<file path="config.mk">
export PLATFORM = sky130hd
export DESIGN_NAME = mux_tree_pipe
export DESIGN_NICKNAME = d
export VERILOG_FILES = /design/src/rtl/mux_tree_pkg.sv /design/src/rtl/mux_tree_stage.sv /design/src/rtl/mux_tree_pipe.sv
export SDC_FILE = /design/constraint.sdc
export NUM_CORES = 1
export LEC_CHECK = 0
export ABC_AREA = 0
export BUFFER_PORTS_ARGS = -buffer_cell sky130_fd_sc_hd__buf_2
export CORE_MARGIN = 3
export CORE_UTILIZATION = 49
export DETAILED_ROUTE_END_ITERATION = 12
export PLACE_DENSITY_LB_ADDON = 0.08
export RECOVER_POWER = 100
export SETUP_SLACK_MARGIN = 0.4
export SLEW_MARGIN = 20
export SYNTH_ARGS = -nofsm -noshare
export SYNTH_HDL_FRONTEND = slang
export SYNTH_SLANG_ARGS = --single-unit
</file>
<file path="constraint.sdc">
create_clock -name clk -period 1.1 [get_ports clk]
set_input_delay 0.11 -clock clk [delete_from_list [all_inputs] [get_ports clk]]
set_output_delay 0.11 -clock clk [all_outputs]
set_load 0.005 [all_outputs]
</file>
<file path="src/rtl/mux_tree_pkg.sv">
// Shared constants and elaboration helpers for the pipelined N:1 mux tree.
package mux_tree_pkg;

    localparam logic MODE_MANUAL = 1'b0;
    localparam logic MODE_SCAN   = 1'b1;

    function automatic bit is_pow2(input int n);
        return (n >= 2) && ((n & (n - 1)) == 0);
    endfunction

endpackage

</file>
<file path="src/rtl/mux_tree_stage.sv">
// One registered 2:1 reduction level: halves the word count using select bit LEVEL
// and carries the full select and valid bit forward.
module mux_tree_stage
    import mux_tree_pkg::*;
#(
    parameter int WIDTH = 1,
    parameter int N_IN  = 8,
    parameter int SEL_W = 3,
    parameter int LEVEL = 0
) (
    input  logic                        clk,
    input  logic                        rst,
    input  logic                        en,
    input  logic                        in_valid,
    input  logic [SEL_W-1:0]            in_sel,
    input  logic [N_IN*WIDTH-1:0]       in_data,
    output logic                        out_valid,
    output logic [SEL_W-1:0]            out_sel,
    output logic [(N_IN/2)*WIDTH-1:0]   out_data
);

    localparam int N_OUT = N_IN / 2;

    logic [N_OUT*WIDTH-1:0] reduced;

    // NOTE: default first so every bit is assigned on every path and no latch is inferred.
    always_comb begin
        reduced = '0;
        for (int j = 0; j < N_OUT; j++) begin
            reduced[j*WIDTH +: WIDTH] = in_sel[LEVEL] ? in_data[(2*j+1)*WIDTH +: WIDTH]
                                                      : in_data[(2*j)*WIDTH +: WIDTH];
        end
    end

    // NOTE: non-blocking assignments so every stage samples its neighbour's pre-edge value.
    // Data/sel only move on a valid sample, so bubbles leave the last result visible.
    always_ff @(posedge clk) begin
        if (rst) begin
            out_valid <= 1'b0;
            out_sel   <= '0;
            out_data  <= '0;
        end else if (en) begin
            out_valid <= in_valid;
            if (in_valid) begin
                out_sel  <= in_sel;
                out_data <= reduced;
            end
        end
    end

endmodule

</file>
<file path="src/rtl/mux_tree_pipe.sv">
// Pipelined N:1 mux tree: entry select (manual or round-robin scan), scan counter,
// and one registered reduction stage per select bit.
module mux_tree_pipe
    import mux_tree_pkg::*;
#(
    parameter int WIDTH    = 1,
    parameter int CHANNELS = 8,
    parameter int SEL_W    = $clog2(CHANNELS)
) (
    input  logic                      clk,
    input  logic                      rst,
    input  logic                      en,
    input  logic                      in_valid,
    input  logic                      mode,
    input  logic [SEL_W-1:0]          sel,
    input  logic                      scan_clr,
    input  logic [CHANNELS*WIDTH-1:0] data_in,
    output logic                      out_valid,
    output logic [WIDTH-1:0]          out_data,
    output logic [SEL_W-1:0]          out_sel,
    output logic [SEL_W-1:0]          scan_idx
);

    if (!is_pow2(CHANNELS)) begin : g_bad_channels
        $error("mux_tree_pipe: CHANNELS must be a power of two and >= 2");
    end
    if (SEL_W != $clog2(CHANNELS)) begin : g_bad_sel_w
        $error("mux_tree_pipe: SEL_W is derived from CHANNELS and must not be overridden");
    end

    logic [SEL_W-1:0] scan_cnt;
    logic [SEL_W-1:0] eff_sel;

    // The entering sample sees the pre-clear count even when scan_clr is asserted.
    assign eff_sel  = (mode == MODE_SCAN) ? scan_cnt : sel;
    assign scan_idx = scan_cnt;

    // Clear wins over advance and ignores en; the power-of-two width makes +1 wrap naturally.
    always_ff @(posedge clk) begin
        if (rst || scan_clr) begin
            scan_cnt <= '0;
        end else if (en && in_valid && (mode == MODE_SCAN)) begin
            scan_cnt <= scan_cnt + 1'b1;
        end
    end

    for (genvar k = 0; k < SEL_W; k++) begin : g_lvl
        localparam int N_IN = CHANNELS >> k;

        logic                      v;
        logic [SEL_W-1:0]          s;
        logic [(N_IN/2)*WIDTH-1:0] d;

        if (k == 0) begin : g_entry
            mux_tree_stage #(
                .WIDTH (WIDTH),
                .N_IN  (N_IN),
                .SEL_W (SEL_W),
                .LEVEL (k)
            ) u_stage (
                .clk       (clk),
                .rst       (rst),
                .en        (en),
                .in_valid  (in_valid),
                .in_sel    (eff_sel),
                .in_data   (data_in),
                .out_valid (v),
                .out_sel   (s),
                .out_data  (d)
            );
        end else begin : g_inner
            mux_tree_stage #(
                .WIDTH (WIDTH),
                .N_IN  (N_IN),
                .SEL_W (SEL_W),
                .LEVEL (k)
            ) u_stage (
                .clk       (clk),
                .rst       (rst),
                .en        (en),
                .in_valid  (g_lvl[k-1].v),
                .in_sel    (g_lvl[k-1].s),
                .in_data   (g_lvl[k-1].d),
                .out_valid (v),
                .out_sel   (s),
                .out_data  (d)
            );
        end
    end

    assign out_valid = g_lvl[SEL_W-1].v;
    assign out_sel   = g_lvl[SEL_W-1].s;
    assign out_data  = g_lvl[SEL_W-1].d;

endmodule

</file>
Yosys cells after proc, flatten, opt, wreduce, memory -nomap -nowiden

Cells that the tools add are included.

Bits in read-only memories: 0
Output and inout port bits: 8
Bits of input ports: 17
Bits in latches: 0
Flip-flop bits (word level): 22
Bits in writable memories: 0
Memories: 0

Equality and inequality tests: 0
Add/sub/neg operators: 1
Multiplexer cells: 8
Div/mod/pow operators: 0
Order comparisons: 0
Reductions and logical operators: 6
Multiply operators: 0
Shifts and indexed selects: 0
Bitwise gates (word level): 0

Operator list:

| operator                                                       | number |
|---|---|
| 1-bit two-way mux                                              | 7 |
| 2-bit AND reduction                                            | 3 |
| 3-bit by 1-bit adder with 3-bit output (second input constant) | 1 |
| 3-bit two-way mux                                              | 1 |
| 1-bit logical AND                                              | 2 |
| 1-bit logical OR                                               | 1 |

Logic depth before layout (Yosys ltp)

Gate-level depths: netlist of the first run.

Depth after elaboration: 2
Depth in mapped cells: 5
Depth with buffers taken out: 4

By module

From an unflattened synthesis of the first run, not the netlist that was laid out.

Cells, all modules: 99
Area, all modules: 1047.3 um2

By module, submodules not included:

| module                                     | cells each | instances | area an instance (um2) |
|---|---|---|---|
| mux_tree_stage at g_lvl[0].g_entry.u_stage | 35         | 1         | 370.4 |
| mux_tree_stage at g_lvl[1].g_inner.u_stage | 25         | 1         | 260.2 |
| mux_tree_stage at g_lvl[2].g_inner.u_stage | 21         | 1         | 224.0 |
| mux_tree_pipe                              | 18         | 1         | 192.7 |

Least setup slack after synthesis of the first run

OpenSTA, ideal clock, no wires.

Kind: register to register
Start: register scan_cnt[0] (netlist: scan_idx[0])
End: register scan_cnt[2] (netlist: scan_idx[2])
Setup slack: 93 ps
Stages on the path, launching flop included: 5
Arrival: 929 ps
Buffers on the path: 0
Cell sequence: dfxtp_1 > ha_1 > nand4_1 > xor2_1 > nor3_1

Cells in the longest elaborated chain, start to end: 1

RTL lines:

| item                                   | line                | text |
|---|---|---|
| from (decl)                            | mux_tree_pipe.sv:31 | `logic [SEL_W-1:0] scan_cnt;` |
| from (signal assigned)                 | mux_tree_pipe.sv:43 | `scan_cnt <= scan_cnt + 1'b1;` |
| 3-bit by 1-bit adder with 3-bit output | mux_tree_pipe.sv:43 |  |

Every way passes these cells.
A chain may end at the register's enable or synchronous reset.

Final worst setup path of the first run

Start: register scan_cnt[0] (netlist: scan_idx[0])
End: register g_lvl[0].g_entry.u_stage.out_data[2]

Cells in the longest elaborated chain, start to end: 2

RTL lines:

| item                 | line                 | text |
|---|---|---|
| 3-bit two-way mux    | mux_tree_pipe.sv:35  | `assign eff_sel = (mode == MODE_SCAN) ? scan_cnt : sel;` |
| 1-bit two-way mux    | mux_tree_stage.sv:30 | `reduced[j*WIDTH +: WIDTH] = in_sel[LEVEL] ? in_data[(2*j+1)*WIDTH +: WIDTH]` |
| to (signal assigned) | mux_tree_stage.sv:46 | `out_data <= reduced;` |
| to (decl)            | mux_tree_stage.sv:19 | `output logic [(N_IN/2)*WIDTH-1:0] out_data` |

Every way passes these cells.

==> impl_metrics.sql, run 1 <==
INSERT INTO impl_metrics (metric_group, metric, value, unit) VALUES
('outcome', 'outcome', 'finished with violations', ''),
('outcome', 'failing_checks', 'negative hold slack', ''),
('layout', 'layout_cell_share_with_drive_strength_beyond_1', '51.6', '%'),
('drt', 'wl_met2', '836', 'µm'),
('hold_path', 'holdCritPathClass', 'in -> reg', ''),
('clocking', 'cts.reportedPaths.clkPinSlew', '0.12', 'ns'),
('drt', 'drtIter0Drc', '10', ''),
('sta', 'finalCriticalPeriod', '1.07', 'ns'),
('die', 'fp-row-count', '14', ''),
('synth', 'synth_compound_gate_area_share', '14.0', '%'),
('synth', 'synth-edff-count', '0', ''),
('synth', 'synth_adder_area_share', '1.39', '%'),
('critical_path', 'critical_path.startpoint', 'scan_idx[0]', ''),
('drt', 'drt_drc_violations_left', '0', ''),
('sta', 'finalHoldWorstSlack', '-0.0188', 'ns'),
('hold_path', 'holdCritStartpoint', 'scan_clr', ''),
('clocking', 'clk-insertion-delay-late', '0.31', 'ns'),
('sta', 'finalCritPeriodShare', '96.8', '%'),
('placed_design', 'post-dp-hpwl', '1.18', 'mm'),
('synth', 'yosys_register_bits', '22', ''),
('die', 'ioPinCount', '25', ''),
('critical_path', 'worst_ep_arrival_time', '1.25', 'ns'),
('grt', 'first_global_vias', '656', ''),
('synth', 'ys_async_sr_fraction', '0', '%'),
('placed_design', 'place_inst', '139', ''),
('layout', 'area_used_by_multi_input_combinational_logic', '484', 'µm²'),
('clocking', 'clock-sinks', '22', ''),
('die', 'die_height', '48.9', 'µm'),
('critical_path', 'timing_worst_setup_path_type', 'reg -> reg', ''),
('critical_path', 'regToRegSetupSlack', '0.03', 'ns'),
('power_and_ir_drop', 'total_power', '1.46', 'mW'),
('drt', 'drt-met1-wl', '775', 'µm'),
('critical_path', 'startpoint_type', 'flop', ''),
('placed_design', 'io_buffers', '24', ''),
('clocking', 'h-tree-depth', '1', ''),
('layout', 'flow.area_growth_from_synthesis', '34.7', '%'),
('critical_path', 'worstPathRequired', '1.29', 'ns'),
('synth', 'yosys.area_share.xor_xnor', '1.94', '%'),
('drt', 'detail-route-antenna-nets', '0', ''),
('layout', 'final-instance-count-excl-fill', '150', ''),
('synth', 'synth_top_family_by_area', 'simple AND/OR/NAND/NOR gates', ''),
('sta', 'slew_viol_final', '0', ''),
('drt', 'wl_per_cell', '11.5', 'µm'),
('power_and_ir_drop', 'ir_drop', '1.04', 'mV'),
('drt', 'viasPerCell', '4.99', ''),
('sta', 'timing.fmax', '0.939', 'GHz'),
('clocking', 'cts_inserted_buffers', '3', ''),
('sta', 'tightestPinTransition', '0.416', 'ns'),
('synth', 'synth_area_leader_cell', 'sky130_fd_sc_hd__dfxtp_1', ''),
('clocking', 'number_of_buffers_on_the_longest_clock_path', '2', ''),
('layout', 'diodes', '0', ''),
('clocking', 'cts_tree', 'yes', ''),
('grt', 'first_pass_grt_wire_length', '2.85', 'mm'),
('drt', 'highest-signal-layer', 'met4', ''),
('drt', 'vias', '748', ''),
('sta', 'relative_slew_margins', '72.2', '%'),
('die', 'die_width', '48.9', 'µm'),
('flow_run', 'timing.max_cap.violations', '0', ''),
('synth', 'post_synth_main_area_contributors', 'sky130_fd_sc_hd__dfxtp_1 49%, sky130_fd_sc_hd__mux2i_1 11%, sky130_fd_sc_hd__a211oi_1 7.5%', ''),
('layout', 'sequential_cell_area', '463', 'µm²'),
('sta', 'finalHoldViolations', '3', ''),
('critical_path', 'cp_max_fo', '5', ''),
('grt', 'antenna_violations_before_repair', '0', ''),
('die', 'coreArea', '0.00161', 'mm²'),
('critical_path', 'rr_startpoint', 'scan_idx[0]', ''),
('synth', 'mux_contribution_to_synthesized_area', '13.6', '%'),
('drt', 'detail_route.wirelength', '1.72', 'mm'),
('drt', 'met3WireLength', '80', 'µm'),
('grt', 'grt_overflow', '0', ''),
('layout', 'finalNetCount', '145', ''),
('sta', 'setup_viol', '0', '');
[metrics by stage]
step / setup slack (ns) / hold WS, ns / cell area [µm²] / util (%)
6_report: 0.0349 / -0.0188 / 1210 / 75.4
5_1_grt: -0.0303 / -0.0277 / 1210 / 75.4
4_1_cts: 0.0286 / -0.0307 / 1130 / 70.1
3_5_place_dp: 0.0451 / 0.313 / 1040 / 64.4
3_3_place_gp: 0.0998 / 0.306 / 1040 / 64.4
2_1_floorplan: 0.138 / 0.182 / 936 / -
[path summary, 6_finish.rpt]
kind	endpoint	depth (start not counted)
setup / recovery	g_lvl[0].g_entry.u_stage.out_data[2]	3
setup reg to reg	g_lvl[0].g_entry.u_stage.out_data[2]	3
hold reg to reg	g_lvl[1].g_inner.u_stage.out_sel[1]	2
hold / removal	scan_idx[1]	2
[layout make-up]
type                    instances  area share, %
multi-input cells              67           39.9
flip-flops and latches         22           38.1
repair buffers                 32           16.3
clock buffers                   4           2.99
well taps                      24           2.47
inverters                       1          0.309
[cells by family (layout without fill, tap and decap cells)]
logic type,Yosys count,in the layout
AOI/OAI and AO/OA,20,20
adders and majority gates,1,1
DFF,22,22
and+or+nand+nor,33,33
xor gates and xnor gates,2,2
muxes,11,11
buffers and inverters,8,37
[report_power, final]
part | total [mW] | internal, mW | switching, mW
registers | 0.840 | 0.820 | 0.0200
clock network | 0.444 | 0.202 | 0.242
logic | 0.177 | 0.0890 | 0.0885
[registers in the layout, indices dropped and copies added, names as in the netlist]
| name | flops |
|---|---|
| g_lvl.g_entry.u_stage.out_valid | 1 |
| g_lvl.g_entry.u_stage.out_data | 4 |
| scan_idx | 3 |
| g_lvl.g_inner.u_stage.out_valid | 2 |
| g_lvl.g_inner.u_stage.out_sel | 6 |
| g_lvl.g_inner.u_stage.out_data | 3 |
| g_lvl.g_entry.u_stage.out_sel | 3 |
[cells in the final DEF (no fill, tap or decap), types with 4 or more instances in the layout]
cell,n
sky130_fd_sc_hd__buf_6,4
sky130_fd_sc_hd__mux2i_1,10
sky130_fd_sc_hd__nand2_1,7
sky130_fd_sc_hd__a211oi_1,8
sky130_fd_sc_hd__nor2_1,8
sky130_fd_sc_hd__nand2_2,4
sky130_fd_sc_hd__buf_2,23
sky130_fd_sc_hd__a21oi_1,8
sky130_fd_sc_hd__dfxtp_1,10
sky130_fd_sc_hd__dfxtp_2,9
sky130_fd_sc_hd__buf_4,5
[critical path, cell delays in order (launching register included)]
cell	delay, ns
sky130_fd_sc_hd__dfxtp_4	0.38
sky130_fd_sc_hd__mux2i_4	0.24
sky130_fd_sc_hd__mux2i_1	0.23
sky130_fd_sc_hd__a211oi_1	0.09
[layer usage]
metal / GRT usage, % / vias up
met2: 23.1 / 19
li1: - / 397
met4: 9.95 / 0
met1: 19.3 / 328
met5: 0 / -
met3: 2.75 / 4
[timing repair]
action,in CTS,in global routing
setup endpoints to repair,28,29
hold endpoints to repair,3,3
setup buffers,3,4
pin swaps,10,4
gates resized for setup,17,14
Note: power is estimated with default switching activity, not from simulation.
==> run 2: changes to the inputs <==
REMOVE_ABC_BUFFERS = 1   (was unset)
==> impl_metrics.sql, run 2 (synthesis results as in run 1) <==
INSERT INTO impl_metrics (metric_group, metric, value, unit) VALUES
('placed_design', 'post-dp-hpwl', '1.17', 'mm'),
('placed_design', 'place_congestion', '0.706', ''),
('critical_path', 'worst_ep_arrival_time', '0.93', 'ns'),
('sta', 'finalCritPeriodShare', '94.8', '%'),
('power_and_ir_drop', 'power_frac_clock', '37.9', '%'),
('sta', 'timing.setup.tns', '0', 'ns'),
('drt', 'drt_drc_violations_left', '0', ''),
('die', 'floorplan.initialDensity', '56.0', '%'),
('die', 'die_height', '48.9', 'µm'),
('sta', 'tightestPinTransition', '0.389', 'ns'),
('layout', 'layout_cell_share_with_drive_strength_beyond_1', '36.0', '%'),
('layout', 'diodes', '0', ''),
('critical_path', 'crit_family', 'flip-flops', ''),
('critical_path', 'setup.worst_path.end_class', 'output port', ''),
('drt', 'vias', '745', ''),
('power_and_ir_drop', 'switchingPower', '0.333', 'mW'),
('layout', 'register_containing_the_most_flip_flops_in_the_final_layout', 'g_lvl.g_inner.u_stage.out_sel', ''),
('layout', 'layout.cells.most_common', 'sky130_fd_sc_hd__buf_2', ''),
('hold_path', 'hold_depth', '2', ''),
('grt', 'grt_overflow', '0', ''),
('hold_path', 'holdCritPathClass', 'in -> reg', ''),
('clocking', 'clock-sinks', '22', ''),
('critical_path', 'timing_worst_setup_path_type', 'reg -> out', ''),
('critical_path', 'regToRegEndpoint', 'g_lvl[0].g_entry.u_stage.out_data[3]', ''),
('placed_design', 'io_buffers', '24', ''),
('die', 'die_area', '0.00239', 'mm²'),
('clocking', 'cts.reportedPaths.clkPinSlew', '0.12', 'ns'),
('grt', 'antenna_violations_before_repair', '0', ''),
('layout', 'flow.area_growth_from_synthesis', '27.2', '%'),
('grt', 'largest_net_degree_at_the_start_of_global_routing', '23', ''),
('placed_design', 'place_inst', '141', ''),
('clocking', 'root_buffer', 'sky130_fd_sc_hd__clkbuf_4', ''),
('drt', 'wl_per_cell', '11.4', 'µm'),
('clocking', 'cts_inserted_buffers', '3', ''),
('drt', 'viasPerCell', '5.00', ''),
('critical_path', 'crit_path_max_incr_delay', '0.38', 'ns'),
('clocking', 'h-tree-depth', '1', ''),
('layout', 'biggestRegsByFlops', 'g_lvl.g_inner.u_stage.out_sel (6), g_lvl.g_entry.u_stage.out_data (4)', ''),
('layout', 'largest_reg_flops', '6', ''),
('critical_path', 'regToRegSetupSlack', '0.06', 'ns'),
('critical_path', 'path_cells', 'buf_4 -> buf_2', ''),
('drt', 'detail_route.wirelength', '1.70', 'mm'),
('die', 'coreArea', '0.00161', 'mm²'),
('sta', 'finalHoldWorstSlack', '-0.00356', 'ns'),
('power_and_ir_drop', 'switching_power_share_of_the_total', '20.8', '%'),
('critical_path', 'startpoint_type', 'flop', ''),
('critical_path', 'critical_path_top_delay_cell', 'sky130_fd_sc_hd__dfxtp_4', ''),
('sta', 'clock_skew', '0.00106', 'ns'),
('sta', 'finalCriticalPeriod', '1.04', 'ns'),
('grt', 'first_global_vias', '678', ''),
('hold_path', 'holdPathEnd', 'scan_idx[1]', ''),
('die', 'fp-row-count', '14', ''),
('critical_path', 'cp_max_fo', '3', ''),
('die', 'die_width', '48.9', 'µm'),
('sta', 'relative_slew_margins', '74.1', '%'),
('clocking', 'number_of_buffers_on_the_longest_clock_path', '2', ''),
('layout', 'layout.cells.most_common_list', '24 x sky130_fd_sc_hd__buf_2, 18 x sky130_fd_sc_hd__dfxtp_1, 11 x sky130_fd_sc_hd__nand2_1', ''),
('critical_path', 'worstPathRequired', '0.99', 'ns'),
('power_and_ir_drop', 'combinational_group_share_of_total_power', '9.5', '%'),
('power_and_ir_drop', 'total_leakage_power', '0.491', 'nW'),
('power_and_ir_drop', 'p_seq_share', '52.6', '%'),
('sta', 'rsz_0062_raised_after_global_routing', 'yes', ''),
('clocking', 'cts_tree', 'yes', ''),
('power_and_ir_drop', 'ir_drop', '0.877', 'mV'),
('clocking', 'clk-insertion-delay-late', '0.30', 'ns'),
('grt', 'grt_use_total', '14.4', '%'),
('grt', 'first_pass_grt_wire_length', '2.70', 'mm'),
('critical_path', 'worst_r2r_path_depth', '3', ''),
('drt', 'detail-route-antenna-nets', '0', ''),
('outcome', 'failing_checks', 'negative hold slack', ''),
('power_and_ir_drop', 'power_report.internal_total', '1.27', 'mW'),
('drt', 'drt_pass1_iterations', '4', ''),
('layout', 'finalNetCount', '144', ''),
('sta', 'finalHoldViolations', '1', ''),
('layout', 'final-instance-count-excl-fill', '149', ''),
('power_and_ir_drop', 'power_density', '1390', 'mW/mm²'),
('flow_run', 'timing.max_cap.violations', '0', ''),
('hold_path', 'holdCritStartpoint', 'scan_clr', ''),
('critical_path', 'critical_path.n_buffers_inverters', '2', ''),
('sta', 'timing.fmax', '0.958', 'GHz'),
('drt', 'drtIter0Drc', '5', ''),
('critical_path', 'rr_startpoint', 'scan_idx[0]', ''),
('sta', 'slew_viol_final', '0', ''),
('die', 'ioPinCount', '25', ''),
('sta', 'setup_viol', '0', ''),
('outcome', 'outcome', 'finished with violations', '');
run 2: metal layers:
metal / vias up / track usage, % / part of all wire (%) / wire [µm]
met5: - / 0 / 0 / 0
met4: 0 / 7.11 / 1.1 / 19
met3: 2 / 2.75 / 5.2 / 88
met2: 19 / 25.8 / 51 / 873
met1: 330 / 16.1 / 42 / 719
li1: 394 / - / - / -
run 2: what timing repair did:
action | in CTS | in global routing
gates resized for setup | 19 | 6
endpoints found under the setup margin | 29 | 28
pin swaps | 10 | 6
buffers inserted | 3 | 1
hold endpoints to repair | 3 | 2
run 2: worst register-to-register path, stage by stage, from the launching register on:
cell and delay, ns:
sky130_fd_sc_hd__dfxtp_4 0.38, sky130_fd_sc_hd__mux2i_4 0.24, sky130_fd_sc_hd__mux2i_1 0.23, sky130_fd_sc_hd__a211oi_1 0.09
run 2: per-stage QoR:
stage	utilization [%]	setup WS (ns)	area, µm²	power, mW
2_1_floorplan	-	0.0950	863	0.929
3_3_place_gp	64.3	0.0730	1040	1.00
3_5_place_dp	64.3	0.0385	1040	1.00
4_1_cts	71.2	0.0618	1150	1.61
5_1_grt	71.2	0.0237	1150	1.68
6_report	71.2	0.0567	1150	1.60
run 2: layout make-up:
| type | count | area [µm²] |
|---|---|---|
| clock buffer | 3 | 22.5 |
| sequential | 22 | 448 |
| inverter | 1 | 3.75 |
| clock inverter | 1 | 30.0 |
| timing repair buffer | 31 | 176 |
| fill | 145 | 464 |
| tap | 24 | 30.0 |
| multi-input combinational | 67 | 437 |
run 2: worst max path at each step:
stage	startpoint	end	slack (ns)	cells after the start
2_1_floorplan	scan_idx[0]	scan_idx[2]	0.1	4
3_3_place_gp	scan_idx[0]	g_lvl[0].g_entry.u_stage.out_data[3]	0.07	3
3_5_place_dp	scan_idx[0]	g_lvl[0].g_entry.u_stage.out_data[1]	0.04	3
4_1_cts	scan_idx[0]	g_lvl[0].g_entry.u_stage.out_data[1]	0.06	3
5_1_grt	scan_idx[0]	scan_idx[0]	0.02	2
6_report	scan_idx[0]	scan_idx[0]	0.06	2
run 2: power by group through the flow:
stage	clock network (mW)	logic, mW	registers, mW
5_1_grt	0.660	0.171	0.845
3_5_place_dp	0	0.144	0.860
6_report	0.605	0.152	0.841
2_1_floorplan	0	0.0729	0.856
3_3_place_gp	0	0.141	0.859
4_1_cts	0.620	0.151	0.842
==> run 3: changes to the inputs <==
clock period = 1 ns   (was 1.1 ns; I/O delays follow)
==> impl_metrics.sql, run 3 (synthesis results as in run 1) <==
INSERT INTO impl_metrics (metric_group, metric, value, unit) VALUES
('clocking', 'number_of_buffers_on_the_longest_clock_path', '2', ''),
('clocking', 'cts_tree', 'yes', ''),
('critical_path', 'cp_max_fo', '5', ''),
('critical_path', 'worst_r2r_path_depth', '3', ''),
('outcome', 'failing_checks', 'negative hold slack, negative setup slack', ''),
('power_and_ir_drop', 'ir_drop', '0.807', 'mV'),
('placed_design', 'post-dp-hpwl', '1.26', 'mm'),
('drt', 'vias', '779', ''),
('layout', 'layout.cells.most_common_list', '23 x sky130_fd_sc_hd__buf_2, 11 x sky130_fd_sc_hd__dfxtp_2, 10 x sky130_fd_sc_hd__mux2i_1, 10 x sky130_fd_sc_hd__nor2_1, 10 x sky130_fd_sc_hd__dfxtp_1', ''),
('sta', 'timing.fmax', '0.961', 'GHz'),
('sta', 'setup_viol', '7', ''),
('placed_design', 'io_buffers', '24', ''),
('drt', 'drtIter0Drc', '11', ''),
('drt', 'wl_per_cell', '11.5', 'µm'),
('power_and_ir_drop', 'power_density', '1290', 'mW/mm²'),
('layout', 'layout_cell_share_with_drive_strength_beyond_1', '49.2', '%'),
('layout', 'layout.cells.most_common', 'sky130_fd_sc_hd__buf_2', ''),
('die', 'coreArea', '0.00161', 'mm²'),
('critical_path', 'regToRegEndpoint', 'g_lvl[0].g_entry.u_stage.out_data[0]', ''),
('layout', 'diodes', '0', ''),
('clocking', 'clk-insertion-delay-late', '0.29', 'ns'),
('critical_path', 'rr_startpoint', 'scan_idx[0]', ''),
('sta', 'rsz_0062_raised_after_global_routing', 'yes', ''),
('grt', 'largest_net_degree_at_the_start_of_global_routing', '23', ''),
('drt', 'detail-route-antenna-nets', '0', ''),
('clocking', 'h-tree-depth', '1', ''),
('sta', 'relative_slew_margins', '73.4', '%'),
('outcome', 'outcome', 'finished with violations', ''),
('critical_path', 'timing_worst_setup_path_type', 'reg -> reg', ''),
('drt', 'detail_route.wirelength', '1.77', 'mm'),
('critical_path', 'setup.worst_path.end', 'g_lvl[0].g_entry.u_stage.out_data[0]', ''),
('die', 'ioPinCount', '25', ''),
('sta', 'clock_skew', '0.00336', 'ns'),
('die', 'fp-row-count', '14', ''),
('critical_path', 'startpoint_type', 'flop', ''),
('die', 'die_height', '48.9', 'µm'),
('sta', 'finalHoldViolations', '3', ''),
('sta', 'finalCritPeriodShare', '104', '%'),
('critical_path', 'worst_ep_arrival_time', '1.22', 'ns'),
('grt', 'grt_use_total', '16.2', '%'),
('critical_path', 'regToRegSetupSlack', '-0.04', 'ns'),
('clocking', 'root_buffer', 'sky130_fd_sc_hd__clkbuf_4', ''),
('die', 'die_width', '48.9', 'µm'),
('grt', 'grt_overflow', '0', ''),
('hold_path', 'holdCritPathClass', 'in -> reg', ''),
('sta', 'layout_setup_ws', '-0.0401', 'ns'),
('drt', 'drt_pass1_iterations', '3', ''),
('critical_path', 'critical_path.startpoint', 'scan_idx[0]', ''),
('critical_path', 'setup.worst_path.end_class', 'flop', ''),
('sta', 'finalCriticalPeriod', '1.04', 'ns'),
('layout', 'biggestRegsByFlops', 'g_lvl.g_inner.u_stage.out_sel (6), g_lvl.g_entry.u_stage.out_data (4)', ''),
('clocking', 'cts_inserted_buffers', '3', ''),
('layout', 'flow.area_growth_from_synthesis', '36.8', '%'),
('layout', 'finalNetCount', '149', ''),
('grt', 'first_pass_grt_wire_length', '3.07', 'mm'),
('placed_design', 'pre_cts_ws', '-0.0581', 'ns'),
('layout', 'largest_reg_flops', '6', ''),
('grt', 'antenna_violations_before_repair', '0', ''),
('clocking', 'cts.reportedPaths.clkPinSlew', '0.12', 'ns'),
('drt', 'viasPerCell', '5.06', ''),
('layout', 'register_containing_the_most_flip_flops_in_the_final_layout', 'g_lvl.g_inner.u_stage.out_sel', ''),
('critical_path', 'worstPathRequired', '1.18', 'ns'),
('sta', 'tightestPinTransition', '0.399', 'ns'),
('grt', 'first_global_vias', '725', ''),
('die', 'die_area', '0.00239', 'mm²'),
('clocking', 'clock-sinks', '22', ''),
('sta', 'slew_viol_final', '0', ''),
('sta', 'finalHoldWorstSlack', '-0.0191', 'ns'),
('die', 'floorplan.initialDensity', '56.0', '%'),
('power_and_ir_drop', 'total_leakage_power', '0.533', 'nW'),
('hold_path', 'holdCritStartpoint', 'scan_clr', ''),
('placed_design', 'place_congestion', '0.711', ''),
('flow_run', 'timing.max_cap.violations', '0', ''),
('drt', 'drt_drc_violations_left', '0', '');
-- run 3: where the power goes --
| group | internal, mW | switching [mW] | total [mW] |
|---|---|---|---|
| Combinational | 0.102 | 0.0944 | 0.196 |
| Sequential | 0.905 | 0.0213 | 0.926 |
| Clock | 0.222 | 0.250 | 0.472 |
-- run 3: layout make-up --
| class | count | area (µm²) |
|---|---|---|
| multi-input cells | 67 | 462 |
| flip-flops and latches | 22 | 458 |
| fillers | 128 | 378 |
| repair buffers | 36 | 244 |
| clock buffers | 4 | 36.3 |
| well taps | 24 | 30.0 |
| inverters | 1 | 3.75 |
-- run 3: critical path, stage by stage, from the launching register on --
cell	delay, ns
sky130_fd_sc_hd__dfxtp_2	0.36
sky130_fd_sc_hd__mux2i_4	0.24
sky130_fd_sc_hd__mux2i_1	0.23
sky130_fd_sc_hd__a211oi_1	0.09
-- run 3: worst min-delay path by stage --
stage                     slack [ns]  cells past startpoint                                  end
after global routing           -0.05                      2                          scan_idx[0]
final                          -0.02                      2                          scan_idx[1]
after global placement          0.30                      2                          scan_idx[2]
after CTS                      -0.03                      2                          scan_idx[1]
after detailed placement        0.30                      2                          scan_idx[1]
after floorplan                 0.17                      1  g_lvl[1].g_inner.u_stage.out_sel[0]
-- run 3: timing repair --
action                                 4_1_cts  5_1_grt
endpoints found under the hold margin        3        3
buffers inserted                             3        4
gates resized for setup                     28        3
setup endpoints to repair                   30       30
pin swaps                                   19        3
-- run 3: through the flow --
stage | util, % | power [mW] | area, µm² | std cells | TNS (ns)
floorplan | - | 1.02 | 863 | 90 | -0.00498
global route | 76.6 | 1.69 | 1230 | 154 | -0.650
CTS | 74.1 | 1.60 | 1190 | 150 | -0.153
finish | 76.6 | 1.59 | 1230 | 154 | -0.129
detailed placement | 66.0 | 1.11 | 1060 | 143 | -0.197
global placement | 66.0 | 1.11 | 1060 | 143 | 0
-- run 3: layer usage --
layer  global-route usage [%]  up-vias  part of all wire (%)
li1                         -      406                     -
met1                     19.8      352                    44
met2                     28.5       19                    51
met3                     2.75        2                   3.9
met4                     5.69        0                  0.68
met5                        0        -                     0
